--- src/rtl/mips_pkg.sv ---
// Shared definitions for the MIPS fetch path: sequencer states, next-PC
// select codes and architectural constants.
package mips_pkg;

    localparam int unsigned WORD_BYTES        = 4;
    localparam logic [31:0] DEFAULT_HALT_WORD = 32'hFFFF_FFFF;

    // Sequencer states, kept as plain constants for legacy compatibility
    typedef logic [1:0] seq_state_t;
    localparam seq_state_t BOOT = 2'd0;
    localparam seq_state_t RUN  = 2'd1;
    localparam seq_state_t HALT = 2'd2;

    typedef enum logic [1:0] {
        SEL_SEQ,
        SEL_BR,
        SEL_J,
        SEL_JR
    } pc_sel_e;

endpackage

--- src/rtl/next_pc_mux.sv ---
// Next-PC target computation and priority select (JR > J > branch > sequential).
// Purely combinational. target_wrap flags a sequential or branch target whose
// true value falls outside the 32-bit address space.
module next_pc_mux
    import mips_pkg::*;
(
    input  logic [31:0] pc,
    input  logic        branch_taken,
    input  logic [15:0] branch_imm,
    input  logic        jump,
    input  logic [25:0] jump_index,
    input  logic        jump_reg,
    input  logic [31:0] jr_addr,
    output logic [31:0] pc_plus4,
    output logic [31:0] target,
    output logic        target_wrap
);

    // Two guard bits catch both carry past the top and borrow below zero
    logic [33:0] seq_wide;
    logic [33:0] br_off;
    logic [33:0] br_wide;
    pc_sel_e     sel;

    assign seq_wide = {2'b00, pc} + 34'(WORD_BYTES);
    assign pc_plus4 = seq_wide[31:0];
    assign br_off   = {{16{branch_imm[15]}}, branch_imm, 2'b00};
    assign br_wide  = seq_wide + br_off;

    // Priority decode of the control inputs
    always_comb begin
        if (jump_reg) begin
            sel = SEL_JR;
        end else if (jump) begin
            sel = SEL_J;
        end else if (branch_taken) begin
            sel = SEL_BR;
        end else begin
            sel = SEL_SEQ;
        end
    end

    // Target mux and wrap detection for the selected source
    always_comb begin
        target      = pc_plus4;
        target_wrap = 1'b0;
        unique case (sel)
            SEL_SEQ: begin
                target      = pc_plus4;
                target_wrap = seq_wide[32];
            end
            SEL_BR: begin
                target      = br_wide[31:0];
                target_wrap = |br_wide[33:32];
            end
            SEL_J: begin
                target = {pc_plus4[31:28], jump_index, 2'b00};
            end
            SEL_JR: begin
                target = jr_addr;
            end
        endcase
    end

endmodule

--- src/rtl/pc_sequencer.sv ---
// Program-counter sequencer: BOOT/RUN/HALT control, fetch-window check and
// saturating retired-instruction counter.
// Optional macro PC_ALIGN_CHECK_EN: when defined, a misaligned target halts
// the sequencer and sets the sticky misaligned flag; otherwise the target's
// low two bits are cleared and misaligned stays 0.
module pc_sequencer
    import mips_pkg::*;
#(
    parameter logic [31:0] RESET_VECTOR = 32'h0000_0000,
    parameter int unsigned IMEM_WORDS   = 64,
    parameter logic [31:0] HALT_WORD    = DEFAULT_HALT_WORD,
    parameter int unsigned CNT_W        = 16
) (
    input  logic             clk,
    input  logic             rst_n,
    input  logic             stall,
    input  logic [31:0]      instr,
    input  logic             branch_taken,
    input  logic [15:0]      branch_imm,
    input  logic             jump,
    input  logic [25:0]      jump_index,
    input  logic             jump_reg,
    input  logic [31:0]      jr_addr,
    output logic [31:0]      pc,
    output logic [31:0]      pc_plus4,
    output logic             fetch_valid,
    output logic             halted,
    output logic [CNT_W-1:0] retired_count,
    output logic             misaligned
);

    localparam logic [33:0] WIN_LO = {2'b00, RESET_VECTOR};
    localparam logic [33:0] WIN_HI = WIN_LO + 34'(IMEM_WORDS) * 34'(WORD_BYTES);

    seq_state_t       state_q, state_d;
    logic [31:0]      pc_q, pc_d;
    logic [CNT_W-1:0] cnt_q, cnt_d, cnt_inc;
    logic             mis_q, mis_d;

    logic [31:0]      target_raw;
    logic [31:0]      target_sel;
    logic             target_wrap;
    logic             target_misaligned;
    logic [33:0]      target_ext;
    logic             in_window;

    next_pc_mux u_next_pc_mux (
        .pc           (pc_q),
        .branch_taken (branch_taken),
        .branch_imm   (branch_imm),
        .jump         (jump),
        .jump_index   (jump_index),
        .jump_reg     (jump_reg),
        .jr_addr      (jr_addr),
        .pc_plus4     (pc_plus4),
        .target       (target_raw),
        .target_wrap  (target_wrap)
    );

`ifdef PC_ALIGN_CHECK_EN
    assign target_sel        = target_raw;
    assign target_misaligned = |target_raw[1:0];
`else
    assign target_sel        = target_raw & ~32'h3;
    assign target_misaligned = 1'b0;
`endif

    assign target_ext = {2'b00, target_sel};
    assign in_window  = !target_wrap && (target_ext >= WIN_LO) && (target_ext < WIN_HI);
    assign cnt_inc    = (&cnt_q) ? cnt_q : cnt_q + CNT_W'(1);

    // Next-state logic: stall beats halt detection, which beats target checks
    always_comb begin
        state_d = state_q;
        pc_d    = pc_q;
        cnt_d   = cnt_q;
        mis_d   = mis_q;
        case (state_q)
            BOOT: state_d = RUN;
            RUN: begin
                if (!stall) begin
                    if (instr == HALT_WORD) begin
                        state_d = HALT;
                    end else if (target_misaligned) begin
                        state_d = HALT;
                        mis_d   = 1'b1;
                    end else if (!in_window) begin
                        // The instruction retires; only the fetch stops
                        state_d = HALT;
                        cnt_d   = cnt_inc;
                    end else begin
                        pc_d  = target_sel;
                        cnt_d = cnt_inc;
                    end
                end
            end
            HALT: state_d = HALT;
            default: state_d = BOOT;
        endcase
    end

    // State registers with asynchronous active-low reset
    always_ff @(posedge clk or negedge rst_n) begin
        if (!rst_n) begin
            state_q <= BOOT;
            pc_q    <= RESET_VECTOR;
            cnt_q   <= '0;
            mis_q   <= 1'b0;
        end else begin
            state_q <= state_d;
            pc_q    <= pc_d;
            cnt_q   <= cnt_d;
            mis_q   <= mis_d;
        end
    end

    assign pc            = pc_q;
    assign fetch_valid   = (state_q == RUN);
    assign halted        = (state_q == HALT);
    assign retired_count = cnt_q;
    assign misaligned    = mis_q;

endmodule

--- config.mk ---
export PLATFORM = sky130hd
export DESIGN_NAME = pc_sequencer
export DESIGN_NICKNAME = d
export VERILOG_FILES = /design/src/rtl/mips_pkg.sv /design/src/rtl/next_pc_mux.sv /design/src/rtl/pc_sequencer.sv
export SDC_FILE = /design/constraint.sdc
export NUM_CORES = 1
export LEC_CHECK = 0
export ABC_AREA = 1
export CAP_MARGIN = 20
export CORE_UTILIZATION = 45
export CTS_CLUSTER_SIZE = 24
export DETAILED_ROUTE_END_ITERATION = 10
export GPL_TIMING_DRIVEN = 0
export PLACE_DENSITY_LB_ADDON = 0.12
export SLEW_MARGIN = 10
export SYNTH_ARGS = -nofsm -noshare
export SYNTH_HDL_FRONTEND = slang
export SYNTH_SLANG_ARGS = --single-unit
--- constraint.sdc ---
create_clock -name clk -period 5.7 [get_ports clk]
set_clock_uncertainty 0.2 [all_clocks]
set_input_delay 1.14 -clock clk [delete_from_list [all_inputs] [get_ports clk]]
set_output_delay 1.14 -clock clk [all_outputs]
set_load 0.01 [all_outputs]
# ---- After elaboration in Yosys (flattened, before gate mapping)
# Index checks and enable logic that the tools add are counted.
dict set report word_totals {
  reg_bits 48
  output_inout_bits 83
}
dict set report classes {
  addsub 3
  n_lt_le_gt_ge 2
  eq_ne 8
  n_mux 9
  n_bitwise 3
  n_reduce_logical 10
}
# cell count
set op_table {}
lappend op_table {{$pmux 32 s4} 1}
lappend op_table {{$add 34x34->34} 1}
lappend op_table {{$add 32x3->33 const B} 1}
lappend op_table {{$eq 32x32->1 const B} 1}
lappend op_table {{$ge 32x1->1 const B} 1}
lappend op_table {{$lt 32x9->1 const B} 1}
lappend op_table {{$add 16x1->16 const B} 1}
lappend op_table {{$reduce_and 16->1} 1}
lappend op_table {{$mux 2} 5}
lappend op_table {{$reduce_and 4->1} 2}
lappend op_table {{$eq 2x2->1 const B} 3}
lappend op_table {{$pmux 2 s3} 1}
lappend op_table {{$eq 2x1->1 const B} 2}
lappend op_table {{$logic_not 2->1} 2}
lappend op_table {{$ne 3x2->1 const B} 1}
lappend op_table {{$not 1->1} 3}
lappend op_table {{$logic_and 1x1->1} 2}
lappend op_table {{$ne 2x2->1 const B} 1}
lappend op_table {{$pmux 1 s2} 1}
lappend op_table {{$reduce_and 2->1} 1}
lappend op_table {{$reduce_or 2->1} 1}
lappend op_table {{$logic_not 1->1} 1}
lappend op_table {{$mux 1} 1}

# ---- Logic depth before layout (Yosys ltp)
# Gate-level depths: netlist (run 1).
dict set report logic_depth {
  word_depth 12
  mapped_depth 31
  ltp_nobuf 30
}

# ---- Hierarchy
# From an unflattened synthesis (run 1), not the netlist that was laid out.
dict set report unflattened {
  hier_cells 1133
  area_unflattened_um2 6602.6
}
# module instances cells_per_inst area_each_um2
set modules_own_cells {}
lappend modules_own_cells {next_pc_mux 1 806 4016.4}
lappend modules_own_cells {pc_sequencer 1 327 2586.2}

# ---- Least setup slack after synthesis (run 1)
# Ideal clock, no wire load.
dict set report synth_timing {
  kind {reg2reg}
  startpoint {register pc_q[2], in the netlist pc[2]}
  endpoint {register pc_q[12], in the netlist pc[12]}
  arrival_time_ps 3534
  t_required_ps 5387
  setup_slack_ps 1854
  path_stages_with_launch 25
  period_less_slack_ps 3846
  cell_sequence {dfrtp_1 -> ha_1 -> nand2_2 -> nor2_1 -> nand2_1 -> nor2_1 -> nand3_1 -> xor2_1 -> inv_1 -> ha_1 -> nand2_1 -> inv_1 -> nand2_1 -> nand3_1 -> a21oi_1 -> nand3_1 -> a21oi_1 -> nand2_1 -> nand2_1 -> nand3b_1 -> nor2_2 -> nand4_1 -> buf_2 -> nand2_1 -> inv_2}
}
dict set report synth_between {
  elab_chain_cells 8
}
# item line_no
set synth_lines {}
lappend synth_lines {{start, declared} pc_sequencer.sv:36} ;# logic [31:0] pc_q, pc_d;
lappend synth_lines {{start signal, assigned} pc_sequencer.sv:111} ;# pc_q <= pc_d;
lappend synth_lines {{$add 32x3->33 *} next_pc_mux.sv:25} ;# assign seq_wide = {2'b00, pc} + 34'(WORD_BYTES);
lappend synth_lines {{via pc_plus4[22]} pc_sequencer.sv:25} ;# output logic [31:0] pc_plus4,
lappend synth_lines {{parallel branches: the longest is 5 deep, another holds $add 34x34->34} n/a}
lappend synth_lines {{$logic_and 1x1->1 *} pc_sequencer.sv:69} ;# assign in_window = !target_wrap && (target_ext >= WIN_LO) && (target_ext < WIN_HI);
lappend synth_lines {{$reduce_and 4->1 (no line) *} n/a}
# Mark *: on every way through the listed nets, which the timed path passes.
# A chain may end at the register's enable or synchronous reset.

# ---- Final worst setup path (run 1)
dict set report layout_timing {
  startpoint {register pc_q[2], in the netlist pc[2]}
  endpoint {register pc_q[16], in the netlist pc[16]}
}
dict set report layout_between {
  elab_chain_cells 8
}
# item line_no
set layout_lines {}
lappend layout_lines {{$add 32x3->33 *} next_pc_mux.sv:25}
lappend layout_lines {{parallel branches: the longest is 7 deep, another holds $add 34x34->34} n/a}
# Mark *: on every way between the ends.

==> results of run 1 <==
-- metal layers --
layer	share of wire	track usage	up-vias	wire length, um
met2	0.45	0.5241	257	10560
met1	0.46	0.4252	3574	10760
li1	-	-	4155	-
met3	0.060	0.03229	40	1408
met4	0.029	0.1069	0	686
met5	0	0	-	0
-- worst max-delay path, cell delays in order (launching register included) --
cell	delay [ns]
dfrtp_1	0.54
ha_1	0.34
nand2_2	0.12
nor3_4	0.27
nand2_1	0.11
nor2_1	0.18
nand2_1	0.12
nor3_1	0.24
nand4_1	0.17
nor4_1	0.51
ha_1	0.41
nand3_1	0.13
o21bai_1	0.11
nand3_1	0.11
a21oi_1	0.18
nand2_1	0.07
nand2_1	0.06
nand3_1	0.09
nand2_1	0.09
nand2_1	0.09
nor2_2	0.28
nand4_1	0.26
buf_2	0.27
nand2_1	0.11
inv_2	0.03
-- area by class of cell --
class | instances | share of cell area
Clock inverter | 2 | 0.003935
Multi-Input combinational cell | 926 | 0.4987
Timing Repair Buffer | 188 | 0.2119
Sequential cell | 48 | 0.1349
Clock buffer | 6 | 0.01448
Buffer | 20 | 0.01209
Tap cell | 180 | 0.02530
Inverter | 234 | 0.09866
-- registers in the layout, summed over array words and instances, names as in the netlist --
name	cells
retired_count	16
state_q	2
pc	30
-- metrics by stage --
stage | hold slack, ns | util | instances
after global routing | 0.3215 | 0.6315 | 1604
after floorplan | 0.2671 | - | 1228
after detailed placement | 0.2900 | 0.6199 | 1596
final | 0.2974 | 0.6315 | 1604
after global placement | 0.2816 | 0.6189 | 1595
after CTS | 0.3013 | 0.6315 | 1604
-- synthesized netlist by cell type (all sizes together) --
cell type  instances
and2               2
nor4               1
a21oi             39
nand4             28
xnor2              6
o311a              1
conb               1
nand3b            10
dfrtp             48
fa                 1
o21ai             11
clkbuf             8
or2                7
nor3b              1
ha                37
a21boi             1
nand3            102
a22o               4
nor2             115
nor3              23
xor2              19
nand2            505
buf               12
inv              232
o2111ai            3
and3               1
a221oi             1
clkinv             2
o21bai             2
a31o               1
-- power by group --
group / switching [mW] / leakage (nW) / internal [mW]
Sequential: 0.0265 / 0.651 / 0.362
Clock: 0.124 / 0.0808 / 0.206
Combinational: 0.188 / 4.11 / 0.181
Total: 0.338 / 4.84 / 0.750
-- logic make-up (layout without fill, tap and decap cells) --
logic type      count (synthesis)  count (layout)
simple gates                  795             795
xor+xnor                       25              25
compound gates                 63              63
flops                          48              48
fa+ha+maj                      38              38
other cells                     1               5
buf+inv                       254             450
-- worst max-delay path by stage --
| stage | slack, ns | startpoint | endpoint |
|---|---|---|---|
| after global placement | 0.65 | pc[2] | pc[21] |
| after CTS | 0.63 | pc[2] | pc[21] |
| after global routing | 0.18 | pc[2] | pc[16] |
| final | 0.50 | pc[2] | pc[16] |
| after floorplan | 1.85 | pc[2] | pc[12] |
| after detailed placement | 0.66 | pc[2] | pc[4] |
==> run metrics, run 1 <==
Tcrit/Tclk final 0.9119; Crit. End Element flip-flop; outcome finished, final reports clean; mapped cell area 0.006611 mm^2; Simple-Gate Fraction of Synth Area 0.5072; Leakage 4.838 nW; worst setup margin ~0.50 ns; Synth Instances 1224; top cells by area, synth nand2_1, dfrtp_1, inv_1, nand3_1, ha_1; Area Overhead vs Synth 34.65%; crit path DAT 5.18 ns; DRC Markers 0; top cell type by total area after synthesis nand2_1; reg2reg path depth 24; Worst Tran Pin Value about 0.84 ns; Max clock buf depth 2; vias in the first global route 7440; CP Class flip-flop to flip-flop; Worst Hold Launch retired_count[14]; Peak Freq roughly 190 MHz; crit-path max FO 10; register-to-register setup slack between 0.5 and 0.6 ns; post-synth cell types 43; Synth Area in Adders 0.07305; largest family of logic cells by synthesized area simple AND/OR/NAND/NOR gates; top cell type's share of synthesized area 0.2861; FP Rows 43; VDD IR max between 300 and 400 uV; Final HPWL DP between 15000 and 20000 um; count of final hold-check violations 0; Clock Latency Late Sink 0.29 ns; Seq/Total Area, Yosys 0.1817; CP required 5.69 ns; Hold Buf Count CTS 0; DRT Pass-1 Iters 6; Reg clk slew, reported paths 0.07 ns; Worst Hold End retired_count[14]; Cell Pwr Density 122.2 mW/mm^2; Placed Area 0.008738 mm^2; post-CTS sizing 0; commonest cells after routing, fill and taps aside nand2_1, inv_1, clkdlybuf4s50_1; Compound-Gate Fraction of Synth Area 0.05526; largest net degree at the start of global routing 36; Reg-to-Reg Start pc[2]; Worst Setup Start Kind flip-flop; Fill cells between 1000 and 1500; die area 0.01518 mm^2; Setup TNS Final 0 ns; Hold Path Class flip-flop to flip-flop; 1st-iter DRT viols 566; I/O pins 195; vias between 8000 and 9000; multi-input logic area 0.004439 mm^2; Root Buffer clkbuf_16; Avg WL per Cell 14.60 um; post-synthesis register bit count 48; pre-CTS setup slack 0.6617 ns; design area around 0.0089 mm^2; first-pass GRT wire length 36440 um; CTS tree done; Synth Warn # 0; Synth Area in XOR/XNOR 0.03312; htree depth 2; number of max-cap violations 0; initial antenna violation count 0; Initial Util 0.4690; capturing point of the worst reg2reg path pc[16]; Die W roughly 120 um; Final #Nets between 1500 and 2000; Post-CTS Setup Repair Bufs 0; sequential cell area 0.001201 mm^2; Slew HR 0.4363; max-slew violations 0; hold path depth 1; post-synthesis mux area share 0; final WL 23410 um; core outline area 0.01410 mm^2; GP Congestion 0.9493; total track usage 0.3153; commonest non-fill, non-tap cell in the layout nand2_1; die height between 100 and 150 um; RSZ-0062 raised after global routing false; minimum clock period 5.198 ns; n_diodes 0; syn avg cell area between 5 and 6 um^2; CTS Buf Count 5; total gr overflow 0; share of cells above drive strength 1 0.05407; total power about 1.1 mW; final setup vio count 0; Vias/cell 5.004; I/O Buffers about 190; final antenna-violating net count 0; Sink Count 48
Power figures use the tool's default switching activity.
==> run 2: changes to the inputs <==
--- a/config.mk
+++ b/config.mk
@@ -6,7 +6,7 @@
 export NUM_CORES = 1
 export LEC_CHECK = 0
 export ABC_AREA = 1
-export CAP_MARGIN = 20
+export CAP_MARGIN = 0
 export CORE_UTILIZATION = 45
 export CTS_CLUSTER_SIZE = 24
 export DETAILED_ROUTE_END_ITERATION = 10
==> results of run 2 <==
The final DEF is identical to that of run 1; final timing and power are the same.
==> run 3: changes to the inputs <==
==> constraint.sdc (replaced) <==
create_clock -name clk -period 5.2 [get_ports clk]
set_clock_uncertainty 0.2 [all_clocks]
set_input_delay 1.04 -clock clk [delete_from_list [all_inputs] [get_ports clk]]
set_output_delay 1.04 -clock clk [all_outputs]
set_load 0.01 [all_outputs]
==> run metrics, run 3 (synthesis results as in run 1) <==
outcome finished, final reports clean; Worst path most repeated cell nand2_1; final WL 23450 um; first-pass GRT wire length 36440 um; Worst Tran Pin Value 0.8373 ns; Worst Setup Start Kind flip-flop; share of cells above drive strength 1 0.05618; Tcrit/Tclk final 0.9329; largest net degree at the start of global routing 36; GP Congestion 0.9493; hold path depth 1; reg2reg path depth 24; critical path cell sequence ha_1 -> nand2_2 -> nor3_4 -> nand2_1 -> nor2_1 -> nand2_1 -> nor3_1 -> nand4_1 -> nor4_4 -> ha_1 -> nand3_1 -> o21bai_1 -> nand3_1 -> a21oi_1 -> nand2_1 -> nand2_1 -> nand3_1 -> nand2_1 -> nand2_1 -> nor2_2 -> nand4_1 -> buf_2 -> nand2_1 -> inv_2; number of max-cap violations 0; core outline area 0.01410 mm^2; capturing point of the worst reg2reg path pc[16]; Die W 123.2 um; commonest non-fill, non-tap cell in the layout nand2_1; VDD IR max 350.3 uV; die area 0.01518 mm^2; RSZ-0062 raised after global routing false; Crit. End Element flip-flop; FP Rows 43; Hold Path Class flip-flop to flip-flop; vias in the first global route 7440; n_diodes 0; CTS Buf Count 5; final antenna-violating net count 0; Max clock buf depth 2; DRC Markers 0; Avg WL per Cell 14.62 um; Root Buffer clkbuf_16; CP required 5.19 ns; final setup vio count 0; crit path DAT 4.84 ns; CP Class flip-flop to flip-flop; I/O pins just under 200; Switching Share 0.3094; 1st-iter DRT viols 612; Final #Nets between 1500 and 2000; count of final hold-check violations 0; Slew HR 0.4400; max-slew violations 0; Worst Hold End retired_count[14]; I/O Buffers 187; Sink Count 48; total track usage 0.3153; Peak Freq 206.1 MHz; Vias/cell roughly 5; NetSw 368.1 uW; Reg-to-Reg Start pc[2]; crit-path max FO 10; Final HPWL DP 19810 um; Reg power frac 0.358; Clock Latency Late Sink 0.29 ns; die height 123.2 um; critical path's largest stage delay roughly 0.46 ns; Cell Pwr Density between 100 and 150 mW/mm^2; final core occ 0.6332; Area Overhead vs Synth 35.01%; commonest cells after routing, fill and taps aside nand2_1, inv_1, clkdlybuf4s50_1; vias just over 8000; Hold Buf Count CTS 0; DRT Pass-1 Iters 5; Worst Hold Launch retired_count[14]; Setup TNS Final 0 ns; CP bufs+invs 2; P_int 821.6 uW; Post-CTS Setup Repair Bufs 0; Initial Util 0.4690; htree depth 2; Clock power frac 0.303; Top delay family on crit path simple AND/OR/NAND/NOR gates; initial antenna violation count 0; Reg clk slew, reported paths 0.06 ns; minimum clock period 4.851 ns; total gr overflow 0; CTS tree done; max reg flops 30; Slowest cell on crit path dfrtp_2; register-to-register setup slack 0.35 ns; Logic pwr share 0.339; Leakage 4.855 nW
## run 3: cell count changes in the layout (fill, tap and decap cells not counted)
| cell | before | now |
|---|---|---|
| nor4_4 | 0 | 1 |
| xor2_1 | 19 | 18 |
| dfrtp_1 | 48 | 47 |
| dfrtp_2 | 0 | 1 |
| nor4_1 | 1 | 0 |
| xor2_2 | 0 | 1 |
## run 3: worst max path at each step
stage	startpoint	endpoint	slack, ns	depth (start not counted)
after floorplan	pc[2]	pc[12]	1.35	24
after global placement	pc[2]	pc[21]	0.15	24
after detailed placement	pc[2]	pc[4]	0.16	24
after CTS	pc[2]	pc[21]	0.13	24
after global routing	pc[2]	pc[16]	0.03	26
final	pc[2]	pc[16]	0.35	24
## run 3: final cells by class
type,instances,area (um^2)
plain buffers,20,107.6
inverters,234,878.3
well taps,180,225.2
repair buffers,188,1887
clock buffers,6,128.9
flip-flops and latches,48,1202
fillers,1431,5170
multi-input cells,926,4462
clock inverters,2,35.03
## run 3: repair_timing
item                                   CTS  global route
gates resized for setup                  0             4
endpoints found under the hold margin    0             0
setup endpoints to repair                0            30
## run 3: power by group through the flow
stage	clock network [mW]	logic, mW	registers, mW
2_1_floorplan	0	0.198	0.432
3_3_place_gp	0	0.394	0.431
3_5_place_dp	0	0.400	0.431
4_1_cts	0.367	0.403	0.425
5_1_grt	0.380	0.449	0.427
6_report	0.361	0.404	0.425
## run 3: worst reg2reg max path, stage by stage (launching register included)
cell      delay, ns
dfrtp_2        0.46
ha_1           0.31
nand2_2        0.12
nor3_4         0.27
nand2_1        0.11
nor2_1         0.19
nand2_1        0.13
nor3_1         0.23
nand4_1        0.22
nor4_4         0.26
ha_1           0.35
nand3_1        0.13
o21bai_1       0.11
nand3_1        0.11
a21oi_1        0.18
nand2_1        0.07
nand2_1        0.06
nand3_1        0.09
nand2_1        0.09
nand2_1        0.09
nor2_2         0.28
nand4_1        0.28
buf_2          0.28
nand2_1        0.11
inv_2          0.03
## run 3: routing by layer
layer | up-vias | GRT usage | part of all wire
met5 | - | 0 | 0
met4 | 0 | 0.1069 | 0.029
met3 | 36 | 0.03229 | 0.066
met2 | 282 | 0.5241 | 0.46
met1 | 3617 | 0.4252 | 0.45
li1 | 4159 | - | -
## run 3: per-stage QoR
step	setup WS (ns)	hold WS [ns]	power [mW]	area [um^2]	cells
after floorplan	1.354	0.2671	0.6295	6626	1228
after global placement	0.1480	0.2816	0.8250	8723	1595
after detailed placement	0.1617	0.2900	0.8307	8738	1596
after CTS	0.1274	0.3013	1.195	8902	1604
after global routing	0.03137	0.3215	1.256	8926	1604
final	0.3488	0.2964	1.190	8926	1604
==> RTL edit 1, RTL diff (flow settings as in run 3) <==
Build with the macro `PC_ALIGN_CHECK_EN` defined.
--- a/src/rtl/pc_sequencer.sv
+++ b/src/rtl/pc_sequencer.sv
@@ -4,4 +4,6 @@
 // the sequencer and sets the sticky misaligned flag; otherwise the target's
 // low two bits are cleared and misaligned stays 0.
+`define PC_ALIGN_CHECK_EN
+
 module pc_sequencer
     import mips_pkg::*;
Behaviour: not the same (Yosys sat finds a counterexample within 4 cycles, from zero or initial values and one cycle with rst_n low).
==> RTL edit 1 against run 3 <==
Setup slack improved by 230 ps. Sequential power increased by 6.6%. First-iteration DRC count decreased by 21%. Synthesized cell count increased by 0.82%. Count of clock-buffer cells in the layout decreased by 1. Cell area increased by 4.3%. Largest cell class unchanged. Total power increased by 5.3%. Area after synthesis increased by 5.2%. Wire length increased by 5.9%. Largest power group unchanged. Sequential cell count increased by 3.
==> RTL edit 1: results (changes against run 3) <==
timing startpoint of the critical path branch_imm[15]; combinational share of power 33.9% (about the same); wire length of the first global-routing pass 39.1 mm (+7.3%); most common flop cell mapped by yosys dfrtp_1; Net Sw Frac 31.2% (+0.27 points); worst vdd ir 0.241 mV (-31%); endpoint of the worst hold-timing path misaligned$_DFFE_PN0P_; largest net degree at the start of global routing 37 (+2.8%); fraction of the mapped netlist area in compound gates 6.73% (+1.2 points); via count normalized by instance count 5.13 (+1.7%); Yosys cell types 46 (+7.0%); most area-consuming cells after synthesis nand2_1, dfrtp_1, inv_1, nand3_1, ha_1; setup slack, reg-to-reg 580 ps (+230 ps); slowest library cell on the worst path clkdlybuf4s50_1; family of cells with the greatest summed delay on the critical path simple AND/OR/NAND/NOR gates; relative contribution of sequential cells to total power 36.1% (+0.3 points); max FFs per register 32 (+6.7%); R2R cell count 27 (+13%); area occupied by multi-input gates 4690 sq um (+5.2%); fillcell total 1,563 (+9.2%); # placed instances 1,616 (+1.3%); pre-CTS worst setup slack 311 ps (+149 ps); half-perimeter wire length after detailed placement 21.1 mm (+6.4%); proportion of synthesized chip area in sequential cells 18.3% (+0.17 points); worst min-delay path startpoint misaligned$_DFFE_PN0P_; RePlAce Congestion 0.965 (+1.6%); adder-cell area share of the yosys netlist 7.30% (about the same); result of the run finished, final reports clean; Hold Path Cell Cnt 1 (unchanged); total routing resource utilization after global routing 31.5% (about the same); commonest cells in the netlist nand2_1, inv_1, nor2_1; Worst path max stage delay 840 ps (+380 ps); transition time at the pin with the least slew margin 1050 ps (+209 ps); fraction of the cycle the final worst path needs 88.8% (-4.4 points); signal arrival time at the worst endpoint 4600 ps (-240 ps); Detailed Route Iter0 Violations 482 (-21%); final-layout worst hold slack 289 ps (-7.15 ps); crit-path max FO 19 (+9); detail-routed net length per standard cell 15.3 microns (+4.6%); syn avg cell area 5.64 sq um (+4.4%); total detailed-routing wirelength 24.8 mm (+5.9%); end of the critical path pc[24]$_DFFE_PN0P_; count of buffers inserted at the top-level ports 193 (+3.2%); post-cts sizing count 0 (unchanged); vias in the first global route 7,937 (+6.7%); post-synthesis xor/xnor area fraction 3.90% (+0.59 points); placed inst area 9140 sq um (+4.6%); Reg-to-Reg Start pc[2]$_DFFE_PN0P_; ratio of cells with drive above 1 in the final layout 5.92% (+0.30 points); clk slew on worst S/H paths about 70 ps; power in sequential cells 0.453 mW (+6.6%); yosys synthesis warning count 0 (unchanged); static leakage 4.99 nW (+2.8%)
## RTL edit 1: changes by cell type after synthesis, sizes merged, moves of 5 or more
cell    delta
a21oi     -10
a221oi     +7
a22o       +8
inv        -5
nand2     -23
nand3      +9
nor2      +22
nor3       -9
xnor2     +10
## RTL edit 1: metal layers
layer	wire length [microns]	track usage (%)	part of all wire, %	vias to the layer above
li1	-	-	-	4226
met1	10600	38.6	43	3742
met2	11900	56.0	48	301
met3	1340	2.70	5.4	62
met4	1030	14.5	4.2	0
met5	0	0	0	-
## RTL edit 1: cell type report
cell class | count | area share [%]
Tap cell | 188 | 2.53
Buffer | 20 | 1.36
Multi-Input combinational cell | 934 | 50.4
Clock buffer | 5 | 1.34
Timing Repair Buffer | 194 | 20.9
Inverter | 229 | 9.24
Clock inverter | 3 | 0.497
Sequential cell | 51 | 13.7
==> RTL edit 2, RTL diff (settings of run 3) <==
Made on the original files. Register the output `retired_count` once more; this adds one clock of latency there. The other outputs are not delayed to match.
--- a/src/rtl/pc_sequencer.sv
+++ b/src/rtl/pc_sequencer.sv
@@ -118,5 +118,7 @@
     assign fetch_valid   = (state_q == RUN);
     assign halted        = (state_q == HALT);
-    assign retired_count = cnt_q;
+    always_ff @(posedge clk) begin
+        retired_count <= cnt_q;
+    end
     assign misaligned    = mis_q;
 
Formal check against the unedited RTL: not equivalent (Yosys sat finds a counterexample within 4 cycles, from zero or initial values and one cycle with rst_n low).
==> RTL edit 2 against run 3 <==
Largest power group is now clock. Critical path type unchanged. Die area is 2.4% higher. Setup slack better by 160 ps. Area after synthesis is 2.4% higher. Global-route usage is 1.2 points lower. Cell area is 3.7% higher. Core utilization is 0.13 points higher. First-iteration DRC count is 24% lower. Total power is 40% higher. Sequential cell count is 16 higher. Sequential power is 34% higher. Wire length is 0.37% lower. Critical path depth stayed put. Synthesized cell count is 5.6% lower.
==> RTL edit 2: results (changes against run 3) <==
multi-input combinational area share 46.7% (-3.3 points); worst vdd ir 0.266 mV (-24%); fillcell total 1,398 (-2.3%); inverter count 218 (-6.8%); end of the critical path pc[5]$_DFFE_PN0P_; Hold Path Cell Cnt 0 (-1); Detailed Route Iter0 Violations 464 (-24%); final-layout worst hold slack 169 ps (-127 ps); result of the run finished, final reports clean; pre-CTS worst setup slack 416 ps (+255 ps); slowest library cell on the worst path xor2_1; Layout non-clock buf frac 21.7% (-0.64 points); fraction of met3 tracks used by global routing 4.12% (+0.89 points); routed length on met1 10.4 mm (-1.1%); worst reg2reg endpoint pc[5]$_DFFE_PN0P_; endpoint of the worst hold-timing path retired_count[9]$_DFF_P_; CTS sink cnt 64 (+33%); share of cell area taken by flip-flops and latches 16.4% (+3.0 points); met2 wirelength from detailed routing 10.8 mm (+1.5%); signal arrival time at the worst endpoint 4710 ps (-130 ps); clock buffer count 10 (+4); Worst path max stage delay 440 ps (-20 ps); worst min-delay path startpoint cnt_q[9]$_DFFE_PN0P_; most area-consuming cells after synthesis nand2_1, dfrtp_1, inv_1, nand3_1, ha_1; share of async-settable or async-resettable flops after synthesis 75.0% (-25 points); commonest cells in the netlist nand2_1, inv_1, nand3_1; clock buffers created by TritonCTS 9 (+4); RePlAce Congestion 0.957 (+0.82%)
## RTL edit 2: cell count changes after synthesis, sizes merged, moves of 4 or more
cell / change
a21oi: -8
a21o: +4
a22o: +7
nand4: +7
xor2: +6
nor2: -5
nand2: -89
and2: +9
nand3: +6
dfxtp: +16
inv: -16
## RTL edit 2: cell families (layout without fill, tap and decap cells)
kind of cell    after synthesis  after routing  share of synthesized area, %
simple gates                724            724                          47.0
buf+inv                     237            441                          13.9
flops                        64             64                          22.5
compound gates               61             61                          5.58
fa+ha+maj                    38             38                          7.13
xor+xnor                     29             29                          3.75
other cells                   1              5                        0.0554
mux                           1              1                         0.166
## RTL edit 2: critical path: cells and delay by family (launching register included)
kind	cells	cell delay, ps
compound gates	3	660
flops	1	420
fa+ha+maj	2	660
simple gates	16	1900
xor+xnor	1	440
buf+inv	2	280
